$ cat src/rtl/foodfight_pkg.sv
// Shared constants and state encoding for the program-ROM port arbiter.
package foodfight_pkg;

    localparam int unsigned ROM_AW = 13;
    localparam int unsigned ROM_DW = 8;
    localparam int unsigned CNT_W  = 2;

    typedef enum logic [1:0] {
        ST_IDLE = 2'd0,
        ST_WAIT = 2'd1,
        ST_ACK  = 2'd2
    } arb_state_e;

endpackage

$ cat src/rtl/rom_port_arbiter_if.sv
// Requester/ROM signal bundle for the program-ROM port arbiter.
interface rom_port_arbiter_if #(
    parameter int unsigned AW = foodfight_pkg::ROM_AW,
    parameter int unsigned DW = foodfight_pkg::ROM_DW
);

    logic          req0;
    logic [AW-1:0] addr0;
    logic          ack0;
    logic [DW-1:0] data0;
    logic          req1;
    logic [AW-1:0] addr1;
    logic          ack1;
    logic [DW-1:0] data1;
    logic [AW-1:0] rom_a;
    logic [DW-1:0] rom_d;
    logic          busy;
    logic          gnt;

    // Arbiter side.
    modport slave (
        input  req0, addr0, req1, addr1, rom_d,
        output ack0, data0, ack1, data1, rom_a, busy, gnt
    );

    // Requesters plus ROM side.
    modport master (
        output req0, addr0, req1, addr1, rom_d,
        input  ack0, data0, ack1, data1, rom_a, busy, gnt
    );

endinterface

$ cat src/rtl/rom_arb_pick.sv
// Fixed-priority pick with starvation override: port 0 wins unless port 1 has waited out the streak.
module rom_arb_pick (
    input  logic req0,
    input  logic req1,
    input  logic streak_full,
    output logic grant_valid,
    output logic grant_port
);

    always_comb begin
        grant_valid = req0 | req1;
        grant_port  = req1 & (~req0 | streak_full);
    end

endmodule

$ cat src/rtl/rom_port_arbiter.sv
// Two-port arbiter for one synchronous program ROM: CPU fetch has priority,
// diagnostic reader is guaranteed a slot after STARVE_MAX back-to-back CPU grants.
module rom_port_arbiter
    import foodfight_pkg::*;
#(
    parameter int unsigned AW         = ROM_AW,
    parameter int unsigned DW         = ROM_DW,
    parameter int unsigned ROM_LAT    = 1,
    parameter int unsigned STARVE_MAX = 4
) (
    input logic               clk,
    input logic               reset_n,
    rom_port_arbiter_if.slave bus
);

    localparam int unsigned SW = $clog2(STARVE_MAX + 1);

    arb_state_e       state_q, state_d;
    logic [CNT_W-1:0] cnt_q, cnt_d;
    logic [SW-1:0]    streak_q, streak_d;
    logic [AW-1:0]    rom_a_q, rom_a_d;
    logic             gnt_q, gnt_d;
    logic [DW-1:0]    data0_q, data0_d;
    logic [DW-1:0]    data1_q, data1_d;
    logic             ack0_q, ack0_d;
    logic             ack1_q, ack1_d;
    logic             busy_q, busy_d;

    logic streak_full;
    logic grant_valid;
    logic grant_port;

    assign streak_full = (streak_q == SW'(STARVE_MAX));

    rom_arb_pick u_pick (
        .req0        (bus.req0),
        .req1        (bus.req1),
        .streak_full (streak_full),
        .grant_valid (grant_valid),
        .grant_port  (grant_port)
    );

    // State and datapath registers.
    always_ff @(posedge clk or negedge reset_n) begin
        if (!reset_n) begin
            state_q  <= ST_IDLE;
            cnt_q    <= '0;
            streak_q <= '0;
            rom_a_q  <= '0;
            gnt_q    <= 1'b0;
            data0_q  <= '0;
            data1_q  <= '0;
            ack0_q   <= 1'b0;
            ack1_q   <= 1'b0;
            busy_q   <= 1'b0;
        end else begin
            state_q  <= state_d;
            cnt_q    <= cnt_d;
            streak_q <= streak_d;
            rom_a_q  <= rom_a_d;
            gnt_q    <= gnt_d;
            data0_q  <= data0_d;
            data1_q  <= data1_d;
            ack0_q   <= ack0_d;
            ack1_q   <= ack1_d;
            busy_q   <= busy_d;
        end
    end

    // Next-state logic. The edge that ends the ACK cycle arbitrates exactly like
    // IDLE, so a requester holding req sustains one access every ROM_LAT+2 clocks.
    always_comb begin
        state_d  = state_q;
        cnt_d    = cnt_q;
        streak_d = streak_q;
        rom_a_d  = rom_a_q;
        gnt_d    = gnt_q;
        data0_d  = data0_q;
        data1_d  = data1_q;
        ack0_d   = 1'b0;
        ack1_d   = 1'b0;

        unique case (state_q)
            ST_IDLE, ST_ACK: begin
                if (grant_valid) begin
                    state_d = ST_WAIT;
                    cnt_d   = CNT_W'(ROM_LAT);
                    gnt_d   = grant_port;
                    rom_a_d = grant_port ? bus.addr1 : bus.addr0;
                    if (grant_port || !bus.req1) begin
                        streak_d = '0;
                    end else if (!streak_full) begin
                        streak_d = streak_q + SW'(1);
                    end
                end else begin
                    state_d = ST_IDLE;
                end
            end
            ST_WAIT: begin
                // Counter hits zero on the edge where ROM output is valid.
                if (cnt_q == '0) begin
                    state_d = ST_ACK;
                    if (gnt_q) begin
                        data1_d = bus.rom_d;
                        ack1_d  = 1'b1;
                    end else begin
                        data0_d = bus.rom_d;
                        ack0_d  = 1'b1;
                    end
                end else begin
                    cnt_d = cnt_q - CNT_W'(1);
                end
            end
            default: state_d = ST_IDLE;
        endcase

        busy_d = (state_d != ST_IDLE);
    end

    assign bus.rom_a = rom_a_q;
    assign bus.gnt   = gnt_q;
    assign bus.data0 = data0_q;
    assign bus.data1 = data1_q;
    assign bus.ack0  = ack0_q;
    assign bus.ack1  = ack1_q;
    assign bus.busy  = busy_q;

endmodule

$ cat src/flat_wrapper.sv
// flat-port wrapper written by rule: the top's interface ports become plain ports
module rom_port_arbiter_flat import foodfight_pkg::*;
#(
    parameter int unsigned AW         = ROM_AW,
    parameter int unsigned DW         = ROM_DW,
    parameter int unsigned ROM_LAT    = 1,
    parameter int unsigned STARVE_MAX = 4
)
  (clk, reset_n, bus_req0, bus_addr0, bus_req1, bus_addr1, bus_rom_d, bus_ack0, bus_data0, bus_ack1, bus_data1, bus_rom_a, bus_busy, bus_gnt);
  rom_port_arbiter_if #(.AW(AW), .DW(DW)) bus_i ();
  input logic clk;
  input logic reset_n;
  input wire logic [$bits(bus_i.req0)-1:0] bus_req0;
  input wire logic [$bits(bus_i.addr0)-1:0] bus_addr0;
  input wire logic [$bits(bus_i.req1)-1:0] bus_req1;
  input wire logic [$bits(bus_i.addr1)-1:0] bus_addr1;
  input wire logic [$bits(bus_i.rom_d)-1:0] bus_rom_d;
  output wire logic [$bits(bus_i.ack0)-1:0] bus_ack0;
  output wire logic [$bits(bus_i.data0)-1:0] bus_data0;
  output wire logic [$bits(bus_i.ack1)-1:0] bus_ack1;
  output wire logic [$bits(bus_i.data1)-1:0] bus_data1;
  output wire logic [$bits(bus_i.rom_a)-1:0] bus_rom_a;
  output wire logic [$bits(bus_i.busy)-1:0] bus_busy;
  output wire logic [$bits(bus_i.gnt)-1:0] bus_gnt;
  assign bus_i.req0 = bus_req0;
  assign bus_i.addr0 = bus_addr0;
  assign bus_i.req1 = bus_req1;
  assign bus_i.addr1 = bus_addr1;
  assign bus_i.rom_d = bus_rom_d;
  assign bus_ack0 = bus_i.ack0;
  assign bus_data0 = bus_i.data0;
  assign bus_ack1 = bus_i.ack1;
  assign bus_data1 = bus_i.data1;
  assign bus_rom_a = bus_i.rom_a;
  assign bus_busy = bus_i.busy;
  assign bus_gnt = bus_i.gnt;
  rom_port_arbiter #(.AW(AW), .DW(DW), .ROM_LAT(ROM_LAT), .STARVE_MAX(STARVE_MAX)) u_core (.clk(clk), .reset_n(reset_n), .bus(bus_i));
endmodule
$ cat config.mk
export PLATFORM = sky130hd
export DESIGN_NAME = rom_port_arbiter_flat
export DESIGN_NICKNAME = d
export VERILOG_FILES = /design/src/rtl/foodfight_pkg.sv /design/src/rtl/rom_port_arbiter_if.sv /design/src/rtl/rom_arb_pick.sv /design/src/rtl/rom_port_arbiter.sv /design/src/flat_wrapper.sv
export SDC_FILE = /design/constraint.sdc
export NUM_CORES = 1
export LEC_CHECK = 0
export BUFFER_PORTS_ARGS = -buffer_cell sky130_fd_sc_hd__buf_4
export CORE_ASPECT_RATIO = 1.2
export CORE_MARGIN = 3
export CORE_UTILIZATION = 52
export DETAILED_ROUTE_END_ITERATION = 6
export PLACE_DENSITY = 0.82
export REMOVE_ABC_BUFFERS = 1
export SLEW_MARGIN = 40
export SYNTH_ARGS = -nofsm -noshare
export SYNTH_HDL_FRONTEND = slang
export SYNTH_SLANG_ARGS = --single-unit
export TNS_END_PERCENT = 20
$ cat constraint.sdc
create_clock -name clk -period 3.8 [get_ports clk]
set_clock_uncertainty 0.15 [all_clocks]
set_input_delay 0.57 -clock clk [delete_from_list [all_inputs] [get_ports clk]]
set_output_delay 0.57 -clock clk [all_outputs]
set_load 0.1 [all_outputs]
==> After elaboration in Yosys (flattened, before gate mapping) <==
Cells that the tools add are included.
{ "word_totals": {"word_cells": 50, "reg_bits": 40} }
{ "op_classes": {"n_mux": 15, "addsub": 2, "n_eq_ne": 6, "reduce_logical": 12, "n_bitwise": 5} }
{ "op_table": {"columns": ["op", "n"], "rows": [
  ["2-to-1 mux 13 bit", 1],
  ["AND reduction 3 bit", 4],
  ["case mux 2 bit (2 select lines)", 2],
  ["2-to-1 mux 1 bit", 7],
  ["2-to-1 mux 2 bit", 3],
  ["2-to-1 mux 3 bit", 2],
  ["zero test 2 bit", 2],
  ["!= test 2 x 1 -> 1 bit (second input constant)", 2],
  ["nonzero test 2 bit", 2],
  ["adder 3 x 1 -> 3 bit (second input constant)", 1],
  ["== test 3 bit (second input constant)", 1],
  ["== test 2 x 1 -> 1 bit (second input constant)", 1],
  ["== test 2 bit (second input constant)", 1],
  ["!= test 2 bit (second input constant)", 1],
  ["inverter 1 bit", 2],
  ["bitwise OR 1 bit", 2],
  ["AND reduction 2 bit", 1],
  ["OR reduction 2 bit", 1],
  ["subtractor 2 x 1 -> 2 bit (second input constant)", 1],
  ["AND 1 bit", 1],
  ["zero test 1 bit", 1],
  ["logical OR 1 bit", 1]
]} }

==> Logic depth before layout (Yosys ltp) <==
Gate-level depths: netlist of the first run.
{ "depth": {"ltp_word": 6, "ltp_mapped": 6} }

==> Modules after synthesis <==
A second synthesis of the first run with hierarchy kept.
{ "hier_totals": {"cells_unflattened": 141, "hier_area_um2": 1750.4} }
{ "by_module_without_submodules": {"columns": ["module", "area_each_um2", "cells_per_inst", "instances"], "rows": [
  ["rom_port_arbiter", 1732.9, 138, 1],
  ["rom_arb_pick", 17.5, 3, 1]
]} }

==> Worst setup path after synthesis of the first run <==
No wires, ideal clock.
{ "synth_timing": {"path_kind": "reg-to-reg", "startpoint": "reg u_core.gnt_q (netlist: u_core.bus.gnt)", "endpoint": "reg u_core.data1_q[0] (netlist: u_core.bus.data1[0])", "setup_ns": 0.126, "n_path_buf": 0, "setup_slack_ns": 1.935, "synth_period_minus_slack_ns": 1.865, "stages_incl_launch_ff": 3, "arrival_time_ns": 1.589, "path_cell_list": "dfrtp_1 > nand2_2 > mux2_2"} }
{ "synth_between": {"elab_chain_len": 1} }
{ "synth_lines": {"columns": ["element", "line", "source"], "rows": [
  ["from (decl)", "rom_port_arbiter.sv:22", "logic gnt_q, gnt_d;"],
  ["from (signal assigned)", "rom_port_arbiter.sv:61", "gnt_q <= gnt_d;"],
  ["AND reduction 3 bit (no source line)", null, null],
  ["to (signal assigned)", "rom_port_arbiter.sv:63", "data1_q <= data1_d;"],
  ["to (decl)", "rom_port_arbiter.sv:24", "logic [DW-1:0] data1_q, data1_d;"]
]} }
Every way passes these cells.
A chain may end at the register's enable or synchronous reset.

==> Final worst setup path of the first run <==
{ "layout_timing": {"startpoint": "reg u_core.cnt_q[0]", "endpoint": "reg u_core.data0_q[3] (netlist: u_core.bus.data0[3])"} }
{ "layout_between": {"elab_chain_len": 2} }
{ "layout_lines": {"columns": ["element", "line", "source"], "rows": [
  ["from (decl)", "rom_port_arbiter.sv:19", "logic [CNT_W-1:0] cnt_q, cnt_d;"],
  ["from (signal assigned)", "rom_port_arbiter.sv:58", "cnt_q <= cnt_d;"],
  ["zero test 2 bit", "rom_port_arbiter.sv:101", "if (cnt_q == '0) begin"],
  ["AND reduction 3 bit (no source line)", null, null],
  ["to (signal assigned)", "rom_port_arbiter.sv:62", "data0_q <= data0_d;"],
  ["to (decl)", "rom_port_arbiter.sv:23", "logic [DW-1:0] data0_q, data0_d;"]
]} }
Every way passes these cells.

==> metrics.cfg, run 1 <==
[worst_setup_path]
crit_required_ps=3830
critPathTopFamily=simple AND/OR/NAND/NOR gates
worst-path-max-fanout=9
path_class=flop to flop
timing.critical_path.arrival_ps=1850
cp_num_buf_inv=1
critPathSlowestCell=dfrtp_1
worstSetupEndpointType=flop
crit_path_cell_trace=inv_1, ha_1, and3b_4, nor2b_4, mux2_4
timing.critical_path.from_type=flop
max_stage_delay_ps=390

[sta]
timing_hold_violations_final=0
rsz0062_at_grt=false
layout_min_cycle_time_ps=1820
timing.final.crit_share=0.479
drv_slew=0
setup-violations-final=0
relSlewSlack=0.538
tns_ps=0
tightest_slew_ps=693
fmax_ghz=0.549
postLayoutSetupSlackWorst_ps=1980

[cells_and_area]
drive_gt1_frac=0.505
n_antenna_cell=0
post-route-util=0.730
syn_to_final_growth_pct=33.9
n_fill_cell=228
final_nets=260

[clocking]
clock_tree.htree_level_count=2
clkTransAtPathRegs_ps=80
postCtsHoldBufs=0
clk_latency_ps=290
clk_root_buffer_cell=clkbuf_8
tritoncts_sinks=40
post-cts-setup-buffers=0
cts_made_buffers=5
cts_max_path_bufs=2
cts.repair.resized=0
cts_tree=built

[global_routing]
grt_pass1_vias=1554
pin_count_of_the_biggest_net_entering_global_routing=41
grt_pass1_wl_um=7130
globalRouteOverflowTotal=0
grt_antenna_before_repair=0
globalRouteTotalUtil=0.224

[placed_design]
hpwlAfterDp_um=3260
globalplace.congestion=0.858
placement.setup.worst_slack_ps=1950
port_buffers=70

[logic_synthesis]
synth_cells=150
number_of_flops_mapped_to_enable_cells_by_yosys=0
yosysSeqAreaShare=0.545
synth-async-reset-ratio=1.00
synth_area_um2=1840
avgSynthCellArea_um2=12.2
synth.ff_latch_count=40
library_cells_used_by_synthesis=28
yosys_warnings=0
synth_top_flop_cell=dfrtp_1

[detailed_routing]
viasPerCell=5.63
wire_per_inst_um=17.2
pre_antenna_drt_iters=4
dr.first_iter.drc_count=53
antenna_left=0
routed_wl_um=4420
routed-via-count=1447
drc=0

[die]
dieArea_um2=4280
top_level_ports=71
dieHeight_um=71.1
die_x_um=60.2
core_ar_um2=3370
initial_utilization=0.545
placement_rows=23

[flow_run]
max_cap_violations=0

[status]
status=complete, no violations

[min_path]
holdCritPathClass=input port to asynchronous set/reset pin

[sequential cells by signal (all words and copies together) (netlist names)]
name              count
u_core.bus.data1      8
u_core.state_q        2
u_core.streak_q       3
u_core.bus.ack0       1
u_core.cnt_q          2
u_core.bus.rom_a     13
u_core.bus.gnt        1
u_core.bus.busy       1
u_core.bus.ack1       1
u_core.bus.data0      8
[per-stage QoR]
step | cells | instance area [µm²] | hold WS (ps)
after floorplan | 142 | 1780 | 124
after global placement | 249 | 2350 | 308
after detailed placement | 249 | 2350 | 316
after CTS | 257 | 2460 | 100
after global routing | 257 | 2460 | 112
final | 257 | 2460 | 90.6
[cell type report]
type                    count  area [µm²]  share of cell area
clock buffers               6        72.6              0.0295
inverters                   8        30.0              0.0122
clock inverters             2        35.0              0.0143
repair buffers             70         526               0.214
well taps                  37        46.3              0.0188
flip-flops and latches     40        1000               0.407
multi-input cells          94         747               0.304
[logic make-up (layout without fill, tap and decap cells)]
kind of cell / count (synthesis) / count (layout) / share of synthesized area
buffers and inverters: 16 / 86 / 0.0477
AOI/OAI and AO/OA: 24 / 24 / 0.127
DFF: 40 / 40 / 0.545
and+or+nand+nor: 50 / 50 / 0.139
adders and majority gates: 3 / 3 / 0.0205
muxes: 17 / 17 / 0.121
[worst paths after layout]
path	cells after the start	to	slack, ps	start
setup / recovery	5	u_core.bus.data0[3]$_DFFE_PN0P_	1980	u_core.cnt_q[0]$_DFFE_PN0P_
max in group asynchronous	1	u_core.bus.gnt$_DFFE_PN0P_	3060	reset_n
min in group clk	1	u_core.cnt_q[0]$_DFFE_PN0P_	320	u_core.cnt_q[0]$_DFFE_PN0P_
hold reg to reg	1	u_core.cnt_q[0]$_DFFE_PN0P_	320	u_core.cnt_q[0]$_DFFE_PN0P_
setup reg to reg	5	u_core.bus.data0[3]$_DFFE_PN0P_	1980	u_core.cnt_q[0]$_DFFE_PN0P_
hold / removal	1	u_core.bus.data0[3]$_DFFE_PN0P_	90	reset_n
[cells in the final DEF, fill, tap and decap left out, types with 5 or more instances in the layout]
cell / Yosys / layout
clkbuf_8: 0 / 5
o211ai_2: 10 / 10
dfrtp_1: 40 / 40
mux2_2: 9 / 9
nand4_1: 13 / 13
buf_4: 0 / 70
inv_1: 8 / 8
mux2_4: 8 / 8
nand2_1: 28 / 28
[synthesized netlist by cell type, types with 3 or more instances]
master	instances	area, µm²
a22o_1	3	26.3
mux2_4	8	120
buf_2	3	15.0
ha_1	3	37.5
dfrtp_1	40	1000
mux2_2	9	101
nand2_1	28	105
o211ai_1	3	22.5
nand4_1	13	81.3
o211ai_2	10	125
inv_1	8	30.0
[metal layers]
layer	GRT usage	vias up	part of all wire
li1	-	666	-
met1	0.256	713	0.37
met2	0.380	54	0.55
met3	0.0675	14	0.052
met4	0.0936	0	0.026
met5	0	-	0
Power of run 1 is not shown: default switching activity piles up to over one toggle a cycle in this logic, so the estimate is an artifact.
==> run 2: changes to the inputs <==
- CORE_UTILIZATION: 52 -> 43
- PLACE_DENSITY: 0.82 -> 0.73
- clock period: 3.8 -> 1.6 ns (I/O delays scaled with it)
==> run 2 against run 1 <==
Via count shrank 0.69%. The flow now finishes with violations (negative setup slack). First-iteration DRC count grew 5.7%. Die area grew 19%. Routed wire length shrank 9.8%.
==> metrics.cfg, run 2 (same netlist as run 1, synthesis figures left out) <==
[min_path]
holdCritPathClass=input port to flop
min_delay_path_depth=2
worstHoldStart=bus_rom_d[2]
min_to=u_core.bus.data0[2]$_DFFE_PN0P_

[cells_and_area]
syn_to_final_growth_pct=39.6
most_frequent_cells_in_the_layout=buf_4 (76), dfrtp_1 (40), nand2_1 (28)
final_nets=269
count_of_placed_standard_cells_in_the_final_layout_fillers_left_out=283
drive_gt1_frac=0.524
largest_register_ff_count=13
n_antenna_cell=0
n_fill_cell=342
most_common_cell_after_layout_fill_and_taps_aside=buf_4
layout.cell_area.non_filler_um2=2560

[clocking]
clk_root_buffer_cell=clkbuf_8
cts_made_buffers=5
cts_max_path_bufs=2
cts_tree=built
post-cts-setup-buffers=0
clock_tree.htree_level_count=2
clk_latency_ps=290
tritoncts_sinks=40
clkTransAtPathRegs_ps=80

[placed_design]
port_buffers=70
placement.setup.worst_slack_ps=-70.7
place_area_um2=2460
placed_cells_incl_taps=274
globalplace.congestion=0.730
hpwlAfterDp_um=2910

[detailed_routing]
wire_per_inst_um=14.1
viasPerCell=5.08
pre_antenna_drt_iters=5
routed_wl_um=3980
routed-via-count=1437
dr.first_iter.drc_count=56
antenna_left=0
drc=0

[sta]
tightest_slew_ps=500
tns_ps=-846
setup-violations-final=12
drv_slew=0
postLayoutSetupSlackWorst_ps=-108
fmax_ghz=0.586
timing.final.crit_share=1.07
timing_hold_violations_final=0
rsz0062_at_grt=true
relSlewSlack=0.667
layout_min_cycle_time_ps=1710

[flow_run]
max_cap_violations=0

[worst_setup_path]
crit-reg2reg-launch=u_core.cnt_q[0]$_DFFE_PN0P_
path_class=flop to flop
worst-path-max-fanout=9
crit-reg2reg-capture=u_core.bus.data0[0]$_DFFE_PN0P_
timing.critical_path.from_type=flop
timing.critical_path.arrival_ps=1730
r2r_cells=6
crit_required_ps=1620
r2r_setup_slack_ps=-110
worstSetupEndpointType=flop

[die]
placement_rows=25
dieArea_um2=5090
initial_utilization=0.455
top_level_ports=71
die_x_um=65.6
core_ar_um2=4040
dieHeight_um=77.6

[global_routing]
pin_count_of_the_biggest_net_entering_global_routing=41
grt_antenna_before_repair=0
globalRouteTotalUtil=0.169
globalRouteOverflowTotal=0
grt_pass1_wl_um=6780
grt_pass1_vias=1470

[status]
failing_checks=negative setup slack
status=complete, but fails checks

[run 2: how the worst max path moves through the flow]
stage	start	to	slack, ps	depth (start not counted)
after floorplan	u_core.bus.gnt$_DFFE_PN0P_	u_core.bus.data1[0]$_DFFE_PN0P_	-260	2
after global placement	u_core.cnt_q[0]$_DFFE_PN0P_	u_core.bus.data0[0]$_DFFE_PN0P_	-20	6
after detailed placement	u_core.cnt_q[0]$_DFFE_PN0P_	u_core.bus.data0[0]$_DFFE_PN0P_	-70	6
after CTS	u_core.cnt_q[0]$_DFFE_PN0P_	u_core.bus.data0[0]$_DFFE_PN0P_	-90	6
after global routing	u_core.cnt_q[0]$_DFFE_PN0P_	u_core.bus.data0[1]$_DFFE_PN0P_	-170	6
final	u_core.cnt_q[0]$_DFFE_PN0P_	u_core.bus.data0[0]$_DFFE_PN0P_	-110	6
[run 2: area by class of cell]
type	instances	area, µm²	area share
timing repair buffer	79	621	0.242
inverter	8	30.0	0.0117
clock inverter	1	7.51	0.00293
tap	54	67.6	0.0264
sequential	40	1000	0.391
clock buffer	7	86.3	0.0337
multi-input combinational	94	749	0.292
[run 2: repair_timing]
item,in CTS,in global routing
hold buffers,1,0
endpoints found under the hold margin,40,0
setup endpoints to repair,16,17
resized for setup,0,1
[run 2: per-stage QoR]
stage / hold WS [ps] / util
after floorplan: -206 / -
after global placement: 95.6 / 0.609
after detailed placement: 95.7 / 0.609
after CTS: 31.6 / 0.634
after global routing: 21.4 / 0.635
final: 42.4 / 0.635
[run 2: critical path, cell delays in order, from the launching register on]
cell and delay (ps):
dfrtp_1 390, inv_1 70, ha_2 180, and3b_4 200
nor2b_4 160, buf_12 140, mux2_4 290
[run 2: routing by layer]
metal	GRT usage	vias to the layer above	part of all wire
met5	0	-	0
li1	-	680	-
met4	0.0560	0	0.010
met3	0.0535	5	0.088
met1	0.207	687	0.42
met2	0.279	65	0.48
Power of run 2 is left out for the same reason.
